## src/rtl/line_follow_nav_ctrl.sv

```systemverilog
// line_follow_nav_ctrl
//   Line-follow and navigation controller for the two-motor bot. Thresholds three
//   ADC line-sensor samples, steers the H-bridge with a runtime-duty PWM, counts
//   nodes (all three sensors on the line) behind a blanking window, and runs a
//   per-node action (straight / left / right / stop) from a path-plan vector.
// Ports
//   clk, rst          system clock; asynchronous active-low reset
//   start             level, sampled only in IDLE to begin the run
//   duty              PWM on-count (0 = always off)
//   left/center/right_sensor   ADC samples
//   path_plan         action for node k at [2k+1:2k]: 00 straight, 01 left, 10 right, 11 stop
//   M1_A_1A_right/M1_A_1B      right motor forward / backward
//   M2_A_1A_left/M2_A_1B       left motor forward / backward
//   led               toggles on every counted node
//   node_count        saturating count of nodes
//   busy / done       run in progress / run finished
module line_follow_nav_ctrl #(
  parameter int ADC_W     = 12,
  parameter int LINE_TH   = 500,
  parameter int LOST_TH   = 200,
  parameter int PWM_W     = 4,
  parameter int NODE_W    = 4,
  parameter int MAX_NODES = 16,
  parameter int STOP_CYC  = 3_125_000,
  parameter int TURN_CYC  = 6_250_000,
  parameter int BLANK_CYC = 6_250_000
) (
  input  logic                   clk,
  input  logic                   rst,
  input  logic                   start,
  input  logic [PWM_W-1:0]       duty,
  input  logic [ADC_W-1:0]       left_sensor,
  input  logic [ADC_W-1:0]       center_sensor,
  input  logic [ADC_W-1:0]       right_sensor,
  input  logic [2*MAX_NODES-1:0] path_plan,
  output logic                   M1_A_1A_right,
  output logic                   M1_A_1B,
  output logic                   M2_A_1A_left,
  output logic                   M2_A_1B,
  output logic                   led,
  output logic [NODE_W-1:0]      node_count,
  output logic                   busy,
  output logic                   done
);

  localparam int SW = (STOP_CYC > 1) ? $clog2(STOP_CYC) : 1;
  localparam int TW = (TURN_CYC > 1) ? $clog2(TURN_CYC) : 1;
  localparam int BW = (BLANK_CYC > 0) ? $clog2(BLANK_CYC + 1) : 1;

  typedef enum logic [2:0] {
    S_IDLE,
    S_FOLLOW,
    S_NODE_STOP,
    S_TURN,
    S_DONE
  } state_t;

  state_t            state;
  logic [PWM_W-1:0]  pwm_cnt;
  logic              pwm;
  logic [BW-1:0]     blank_cnt;
  logic [SW-1:0]     stop_cnt;
  logic [TW-1:0]     turn_cnt;
  logic [NODE_W-1:0] k_lat;
  logic              turn_right;

  logic              on_l, on_c, on_r, lost;
  logic              node_evt;
  logic              last_node;
  logic [1:0]        act;
  // Motor vectors ordered {M1_A_1A_right, M1_A_1B, M2_A_1A_left, M2_A_1B}
  logic [3:0]        steer_mot, pivl_mot, pivr_mot;

  always_comb begin
    pwm      = (pwm_cnt < duty);
    on_l     = (left_sensor   > ADC_W'(LINE_TH));
    on_c     = (center_sensor > ADC_W'(LINE_TH));
    on_r     = (right_sensor  > ADC_W'(LINE_TH));
    lost     = (left_sensor   < ADC_W'(LOST_TH)) &&
               (center_sensor < ADC_W'(LOST_TH)) &&
               (right_sensor  < ADC_W'(LOST_TH));
    pivl_mot = {pwm, 1'b0, 1'b0, pwm};
    pivr_mot = {1'b0, pwm, pwm, 1'b0};
    if (lost)                steer_mot = {1'b0, pwm, 1'b0, pwm};
    else if (on_l && !on_r)  steer_mot = pivl_mot;
    else if (!on_l && on_r)  steer_mot = pivr_mot;
    else                     steer_mot = {pwm, 1'b0, pwm, 1'b0};
    node_evt = (state == S_FOLLOW) && on_l && on_c && on_r && (blank_cnt == '0);
  end

  // Plan lookup by loop keeps the index inside the vector for any k.
  always_comb begin
    act = 2'b00;
    for (int unsigned i = 0; i < MAX_NODES; i++) begin
      if (32'(k_lat) == i) act = path_plan[2*i +: 2];
    end
    last_node = ((32'(k_lat) + 32'd1) >= 32'(MAX_NODES));
  end

  always_ff @(posedge clk or negedge rst) begin
    if (!rst) pwm_cnt <= '0;
    else      pwm_cnt <= pwm_cnt + PWM_W'(1);
  end

  // Blank window runs in every state once loaded.
  always_ff @(posedge clk or negedge rst) begin
    if (!rst)                 blank_cnt <= '0;
    else if (node_evt)        blank_cnt <= BW'(BLANK_CYC);
    else if (blank_cnt != '0) blank_cnt <= blank_cnt - BW'(1);
  end

  // Outputs are loaded on the edge that enters a state, so each state's motor
  // pattern is visible for exactly the cycles the state lasts.
  always_ff @(posedge clk or negedge rst) begin
    if (!rst) begin
      state         <= S_IDLE;
      M1_A_1A_right <= 1'b0;
      M1_A_1B       <= 1'b0;
      M2_A_1A_left  <= 1'b0;
      M2_A_1B       <= 1'b0;
      led           <= 1'b0;
      node_count    <= '0;
      busy          <= 1'b0;
      done          <= 1'b0;
      stop_cnt      <= '0;
      turn_cnt      <= '0;
      k_lat         <= '0;
      turn_right    <= 1'b0;
    end else begin
      case (state)
        S_IDLE: begin
          {M1_A_1A_right, M1_A_1B, M2_A_1A_left, M2_A_1B} <= '0;
          busy <= 1'b0;
          done <= 1'b0;
          if (start) begin
            state <= S_FOLLOW;
            busy  <= 1'b1;
            {M1_A_1A_right, M1_A_1B, M2_A_1A_left, M2_A_1B} <= steer_mot;
          end
        end

        S_FOLLOW: begin
          if (node_evt) begin
            state    <= S_NODE_STOP;
            stop_cnt <= '0;
            k_lat    <= node_count;
            led      <= ~led;
            if (node_count != '1) node_count <= node_count + NODE_W'(1);
            {M1_A_1A_right, M1_A_1B, M2_A_1A_left, M2_A_1B} <= '0;
          end else begin
            {M1_A_1A_right, M1_A_1B, M2_A_1A_left, M2_A_1B} <= steer_mot;
          end
        end

        S_NODE_STOP: begin
          {M1_A_1A_right, M1_A_1B, M2_A_1A_left, M2_A_1B} <= '0;
          if (stop_cnt == SW'(STOP_CYC - 1)) begin
            stop_cnt <= '0;
            if (last_node || (act == 2'b11)) begin
              state <= S_DONE;
              busy  <= 1'b0;
              done  <= 1'b1;
            end else if (act == 2'b00) begin
              state <= S_FOLLOW;
              {M1_A_1A_right, M1_A_1B, M2_A_1A_left, M2_A_1B} <= steer_mot;
            end else begin
              state      <= S_TURN;
              turn_cnt   <= '0;
              turn_right <= act[1];
              {M1_A_1A_right, M1_A_1B, M2_A_1A_left, M2_A_1B} <=
                act[1] ? pivr_mot : pivl_mot;
            end
          end else begin
            stop_cnt <= stop_cnt + SW'(1);
          end
        end

        S_TURN: begin
          if (turn_cnt == TW'(TURN_CYC - 1)) begin
            turn_cnt <= '0;
            state    <= S_FOLLOW;
            {M1_A_1A_right, M1_A_1B, M2_A_1A_left, M2_A_1B} <= steer_mot;
          end else begin
            turn_cnt <= turn_cnt + TW'(1);
            {M1_A_1A_right, M1_A_1B, M2_A_1A_left, M2_A_1B} <=
              turn_right ? pivr_mot : pivl_mot;
          end
        end

        S_DONE: begin
          {M1_A_1A_right, M1_A_1B, M2_A_1A_left, M2_A_1B} <= '0;
          busy <= 1'b0;
          done <= 1'b1;
        end

        default: begin
          state <= S_IDLE;
          {M1_A_1A_right, M1_A_1B, M2_A_1A_left, M2_A_1B} <= '0;
          busy <= 1'b0;
          done <= 1'b0;
        end
      endcase
    end
  end

endmodule

```

## config.mk

```make
export PLATFORM = sky130hd
export DESIGN_NAME = line_follow_nav_ctrl
export DESIGN_NICKNAME = d
export VERILOG_FILES = /design/src/rtl/line_follow_nav_ctrl.sv
export SDC_FILE = /design/constraint.sdc
export NUM_CORES = 1
export LEC_CHECK = 0
export BUFFER_PORTS_ARGS = -buffer_cell sky130_fd_sc_hd__buf_2
export CAP_MARGIN = 20
export CELL_PAD_IN_SITES_DETAIL_PLACEMENT = 0
export CELL_PAD_IN_SITES_GLOBAL_PLACEMENT = 1
export CORE_UTILIZATION = 30
export CTS_BUF_LIST = sky130_fd_sc_hd__clkbuf_8
export CTS_CLUSTER_DIAMETER = 80
export DETAILED_ROUTE_END_ITERATION = 12
export PLACE_DENSITY = 0.55
export SYNTH_ARGS = -nofsm -noshare
export SYNTH_HDL_FRONTEND = slang
export SYNTH_SLANG_ARGS = --single-unit
```

## constraint.sdc

```tcl
create_clock -name clk -period 3.6 [get_ports clk]
set_input_delay 0.36 -clock clk [delete_from_list [all_inputs] [get_ports clk]]
set_output_delay 0.36 -clock clk [all_outputs]
set_load 0.01 [all_outputs]
```

# Word-level counts from Yosys, hierarchy flattened
# Index checks and enable logic that the tools add are counted.
[totals]
regBits = 91
latch_bits = 0
ramBits = 0
mem_bits_ro = 0
in_bits = 75
wordCells = 164
mem_count = 0
[op_classes]
n_addsub = 6
multipliers = 0
div = 0
n_lt_le_gt_ge = 8
eq_ne = 30
n_shift = 0
mux = 73
bitwise_logic = 5
n_reduce_logical = 27
[ops]
columns = ["operator", "count"]
rows = [
  ["2-to-1 mux 23 bit", 6],
  ["case mux 23 bit (2 select lines)", 1],
  ["2-to-1 mux 22 bit", 2],
  ["case mux 22 bit (2 select lines)", 1],
  ["> comparator 12 x 9 -> 1 bit, second input constant", 3],
  ["< comparator 12 x 8 -> 1 bit, second input constant", 3],
  ["2-to-1 mux 2 bit", 17],
  ["== test 4 bit, second input constant", 8],
  ["2-to-1 mux 1 bit", 29],
  ["adder 23 x 1 -> 23 bit, second input constant", 1],
  ["== test 23 bit, second input constant", 1],
  ["logical NOT 23 bit", 1],
  ["nonzero test 23 bit", 1],
  ["subtractor 23 x 1 -> 23 bit, second input constant", 1],
  ["adder 22 x 1 -> 22 bit, second input constant", 1],
  ["== test 22 bit, second input constant", 1],
  ["2-to-1 mux 4 bit", 5],
  ["== test 4 x 3 -> 1 bit, second input constant", 4],
  ["case mux 1 bit (4 select lines)", 4],
  ["2-to-1 mux 3 bit", 5],
  ["case mux 3 bit (5 select lines)", 1],
  ["!= test 2 bit, second input constant", 7],
  ["adder 4 x 1 -> 4 bit, second input constant", 2],
  ["== test 4 x 2 -> 1 bit, second input constant", 2],
  ["23 further kinds", 42],
]

# Logic depth before layout (Yosys ltp)
[depth]
word_depth = 22
ltp_mapped = 10
ltp_nobuf = 9

# Least setup slack after synthesis
# Ideal clock, no wire load.
[synth_timing]
path_kind = "register to register"
start = "register blank_cnt[18]"
end = "register M1_A_1B"
arrival_ps = 2136
required_ps = 3462
path_slack_ps = 1326
path_stages_with_launch = 9
n_path_buf = 1
synth_period_minus_slack_ps = 2274
cell_sequence = "dfrtp_1 > or4_4 > nor4_4 > nand3_2 > buf_6 > o311ai_4 > a21oi_1 > a32oi_1 > o211ai_1"
[synth_between]
elab_chain_cells = 4
[synth_rtl]
columns = ["element", "line", "source"]
rows = [
  ["start, declared", "61", "logic [BW-1:0] blank_cnt;"],
  ["start signal, assigned", "108", "else if (node_evt) blank_cnt <= BW'(BLANK_CYC);"],
  ["start signal, assigned", "109", "else if (blank_cnt != '0) blank_cnt <= blank_cnt - BW'(1);"],
  ["logical NOT 23 bit", "88", "node_evt = (state == S_FOLLOW) && on_l && on_c && on_r && (blank_cnt == '0);"],
  ["logical AND 1 bit", "88", ""],
  ["2-to-1 mux 1 bit", "143", "if (node_evt) begin"],
  ["case mux 1 bit (4 select lines)", "130", "case (state)"],
  ["end signal, assigned", "138", "{M1_A_1A_right, M1_A_1B, M2_A_1A_left, M2_A_1B} <= steer_mot;"],
  ["end signal, assigned", "151", "{M1_A_1A_right, M1_A_1B, M2_A_1A_left, M2_A_1B} <= steer_mot;"],
  ["end signal, assigned", "165", "{M1_A_1A_right, M1_A_1B, M2_A_1A_left, M2_A_1B} <= steer_mot;"],
  ["end, declared", "37", "output logic M1_A_1B,"],
]
# Every way passes these cells.
# A chain may end at the register's enable or synchronous reset.

# Worst setup path after layout
[layout_timing]
start = "register k_lat[1]"
end = "register turn_cnt[15]"
[layout_between]
elab_chain_cells = 21
[layout_rtl]
columns = ["element", "line", "source"]
rows = [
  ["start, declared", "64", "logic [NODE_W-1:0] k_lat;"],
  ["start signal, assigned", "146", "k_lat <= node_count;"],
  ["logical NOT 4 bit", "95", "if (32'(k_lat) == i) act = path_plan[2*i +: 2];"],
  ["2-to-1 mux 2 bit (16 in a row)", "95", ""],
  ["== test 2 bit", "159", "if (last_node || (act == 2'b11)) begin"],
  ["logical OR 1 bit", "159", ""],
  ["!= test 2 bit (no line)", "n/a", ""],
  ["AND reduction 4 bit (no line) (*)", "n/a", ""],
  ["end signal, assigned", "184", "turn_cnt <= turn_cnt + TW'(1);"],
  ["end, declared", "63", "logic [TW-1:0] turn_cnt;"],
]
# Every way passes the cells marked *; elsewhere a longest branch is shown, timed or not.

==> impl_metrics.py <==
metrics = {
    "placement": {
        "place_congestion": 0.826,
        "portBuffers": 85,
        "dp_hpwl_um": 11000,
    },
    "final_layout": {
        "layout_commonest_cell": "dfrtp_1",
        "layout_common_cells": "dfrtp_1, buf_2, nand2_1",
        "fin_util_pct": 34.9,
        "final_layout_size_suffix_gt1_share_pct": 19.1,
        "fillers": 1975,
        "final_net_count": 810,
        "syn_to_final_growth_pct": 13.9,
    },
    "global_route": {
        "use_met3_pct": 3.18,
        "grt_usage_pct": 16.4,
        "overflow": 0,
        "grt_pass1_wl_um": 25800,
        "grt_max_degree": 53,
        "grt_pass1_vias": 5119,
        "grt_use_met1_pct": 21.5,
        "antenna_found_initial": 1,
        "busiest_layer": "met2",
        "met2_usage_pct": 27.4,
    },
    "clocking": {
        "clk_pin_slew_ps": 110,
        "clock_path_buffers": 2,
        "holdBufCountCts": 0,
        "post_cts_buffers": 0,
        "cts_resized": 0,
        "htreeDepth": 3,
        "numCtsBuffers": 9,
        "cts-root-buf": "clkbuf_8",
        "clock_latency_ps": 380,
        "cts_sinks": 91,
        "cts_tree": "done",
    },
    "floorplan": {
        "dieArea_um2": 19700,
        "core_region_area_um2": 18800,
        "ios": 86,
        "die_x_um": 140,
        "start_util_pct": 30.6,
        "row_count": 50,
        "die_h_um": 140,
    },
    "worst_setup_path": {
        "crit_family": "simple AND/OR/NAND/NOR gates",
        "path_cells": "mux2_2 > o32ai_1 > or4_1 > a21o_1 > nand4_1 > nand2_1 > o311ai_0",
        "arrival_ps": 3260,
        "worst-path-buf-inv": 0,
        "worstSetupPathDepth": 7,
        "worstSetupPathType": "flop to flop",
        "cp-end-kind": "flop",
        "rr_worst_depth": 7,
        "crit_path_max_incr_delay_ps": 740,
        "critPathRequiredTime_ps": 3860,
        "slowest_stage": "dfrtp_1",
        "crit_path_max_fanout": 18,
        "start_kind": "flop",
    },
    "power": {
        "ir_worst_vdd_mv": 0.215,
        "p_per_area_nw_per_um2": 307,
        "p_leak_uw": 0.00295,
    },
    "routing": {
        "drcViolationCount": 0,
        "wl_per_cell_um": 15.9,
        "via_per_inst": 5.35,
        "firstDrtPassIters": 4,
        "vias": 5169,
        "wl_um": 15400,
        "antenna_left": 0,
        "drt_iter0_drc": 357,
    },
    "synth": {
        "synth_cell_types": 77,
        "async_flop_share_pct": 100,
        "syn-num-nets": 740,
        "avgSynthCellArea_um2": 8.75,
        "yosys_warnings": 0,
        "synth_flop_cell": "dfrtp_1",
        "syn_inst": 657,
        "ys_seq_elements": 91,
        "synth-edff-count": 0,
        "synth.cell_area_um2": 5750,
        "synth_seq_area_share_pct": 39.6,
    },
    "timing": {
        "period_share_pct": 83.4,
        "drv_slew": 0,
        "final.min_clock_period_ps": 3000,
        "grt_setup_unrepaired": "false",
        "slew_headroom_pct": 48.7,
        "setup_tns_ps": 0,
        "finClkSkew_ps": 17.6,
        "finalSetupViolCount": 0,
        "tightest_slew_ps": 769,
        "hold_viol": 0,
        "fmax_mhz": 333,
    },
    "run_status": {
        "run_status": "finished clean",
    },
    "min_path": {
        "hold_class": "primary input to asynchronous set/reset pin",
    },
    "run": {
        "drv_cap": 0,
    },
}
-- state kept, by name (all words and copies together) (netlist names), 3 cells and up --
name	count
k_lat	4
pwm_cnt	4
node_count	4
stop_cnt	22
turn_cnt	23
blank_cnt	23
state	3
-- final cells by class --
cell class                 instances  area, µm²  share of cell area, %
multi-input combinational        504       3190                   48.8
clock buffer                       9        124                   1.89
antenna                            1       2.50                 0.0382
tap                              234        293                   4.47
clock inverter                     7       65.1                  0.994
inverter                          29        109                   1.66
sequential                        91       2280                   34.8
timing repair buffer              92        480                   7.34
-- worst reg2reg max path, delay by kind of cell, from the launching register on --
| kind | cells | cell delay [ps] |
|---|---|---|
| AOI/OAI and AO/OA | 3 | 780 |
| and+or+nand+nor | 3 | 1100 |
| muxes | 1 | 270 |
| DFF | 1 | 740 |
-- power breakdown --
group          internal [µW]  total [µW]  switching [µW]
registers               1050        1090            40.5
clock network            271         698             427
logic                    101         219             117
-- stage by stage --
| step | setup slack [ps] | instances | hold WS [ps] | cell area (µm²) | power [µW] |
|---|---|---|---|---|---|
| 6_report | 599 | 967 | 49.2 | 6550 | 2010 |
| 5_1_grt | 376 | 967 | 73.5 | 6550 | 2120 |
| 4_1_cts | 584 | 966 | 54.9 | 6540 | 2060 |
| 3_5_place_dp | 612 | 950 | 453 | 6350 | 1330 |
| 3_3_place_gp | 757 | 950 | 447 | 6350 | 1330 |
| 2_1_floorplan | 1330 | 657 | 64.4 | 5750 | 1230 |
-- cell usage after synthesis (all sizes together), types with 3 or more instances --
master	count	area [µm²]
nand2	69	259
nand2b	8	50.1
and2	10	62.6
clkbuf	18	67.6
or3	8	50.1
mux2i	8	80.1
or2	3	18.8
a21oi	34	174
nor2	52	195
dfrtp	91	2280
o32ai	3	26.3
mux2	6	67.6
or4	5	48.8
and3	15	93.8
nor3	27	174
o31ai	12	95.1
nand4	17	106
inv	29	109
o211ai	8	65.1
a211oi	9	80.1
o22ai	3	18.8
o21ai	71	355
xnor2	5	43.8
ha	8	100
buf	15	97.6
a21boi	3	22.5
a21o	6	45.0
nor4	14	118
nand4b	3	26.3
a31oi	11	83.8
and4	7	61.3
o311ai	4	52.6
nor2b	7	58.8
xor2	8	70.1
nand3	24	130
-- routing by layer --
layer | part of all wire, % | routed length [µm]
met2 | 48 | 7340
met4 | 0.98 | 151
met5 | 0 | 0
met3 | 3.4 | 530
met1 | 48 | 7390
-- kinds of logic (layout without fill, tap and decap cells) --
group	Yosys count	after routing	share of synthesized area, %
compound gates	188	188	21.7
xor+xnor	13	13	1.98
fa+ha+maj	8	8	1.74
buf+inv	62	137	4.77
flops	91	91	39.6
mux	16	16	3.35
other cells	0	1	0
simple gates	279	279	26.8
-- path summary, 6_finish.rpt --
check | to | startpoint | slack [ps]
setup / recovery | turn_cnt[15] | k_lat[1] | 600
hold / removal | k_lat[0] | rst | 50
setup reg to reg | turn_cnt[15] | k_lat[1] | 600
hold reg to reg | led | led | 470
max in group asynchronous | stop_cnt[9] | rst | 2750
min in group clk | busy | start | 390
(Power assumes the default switching activity.)
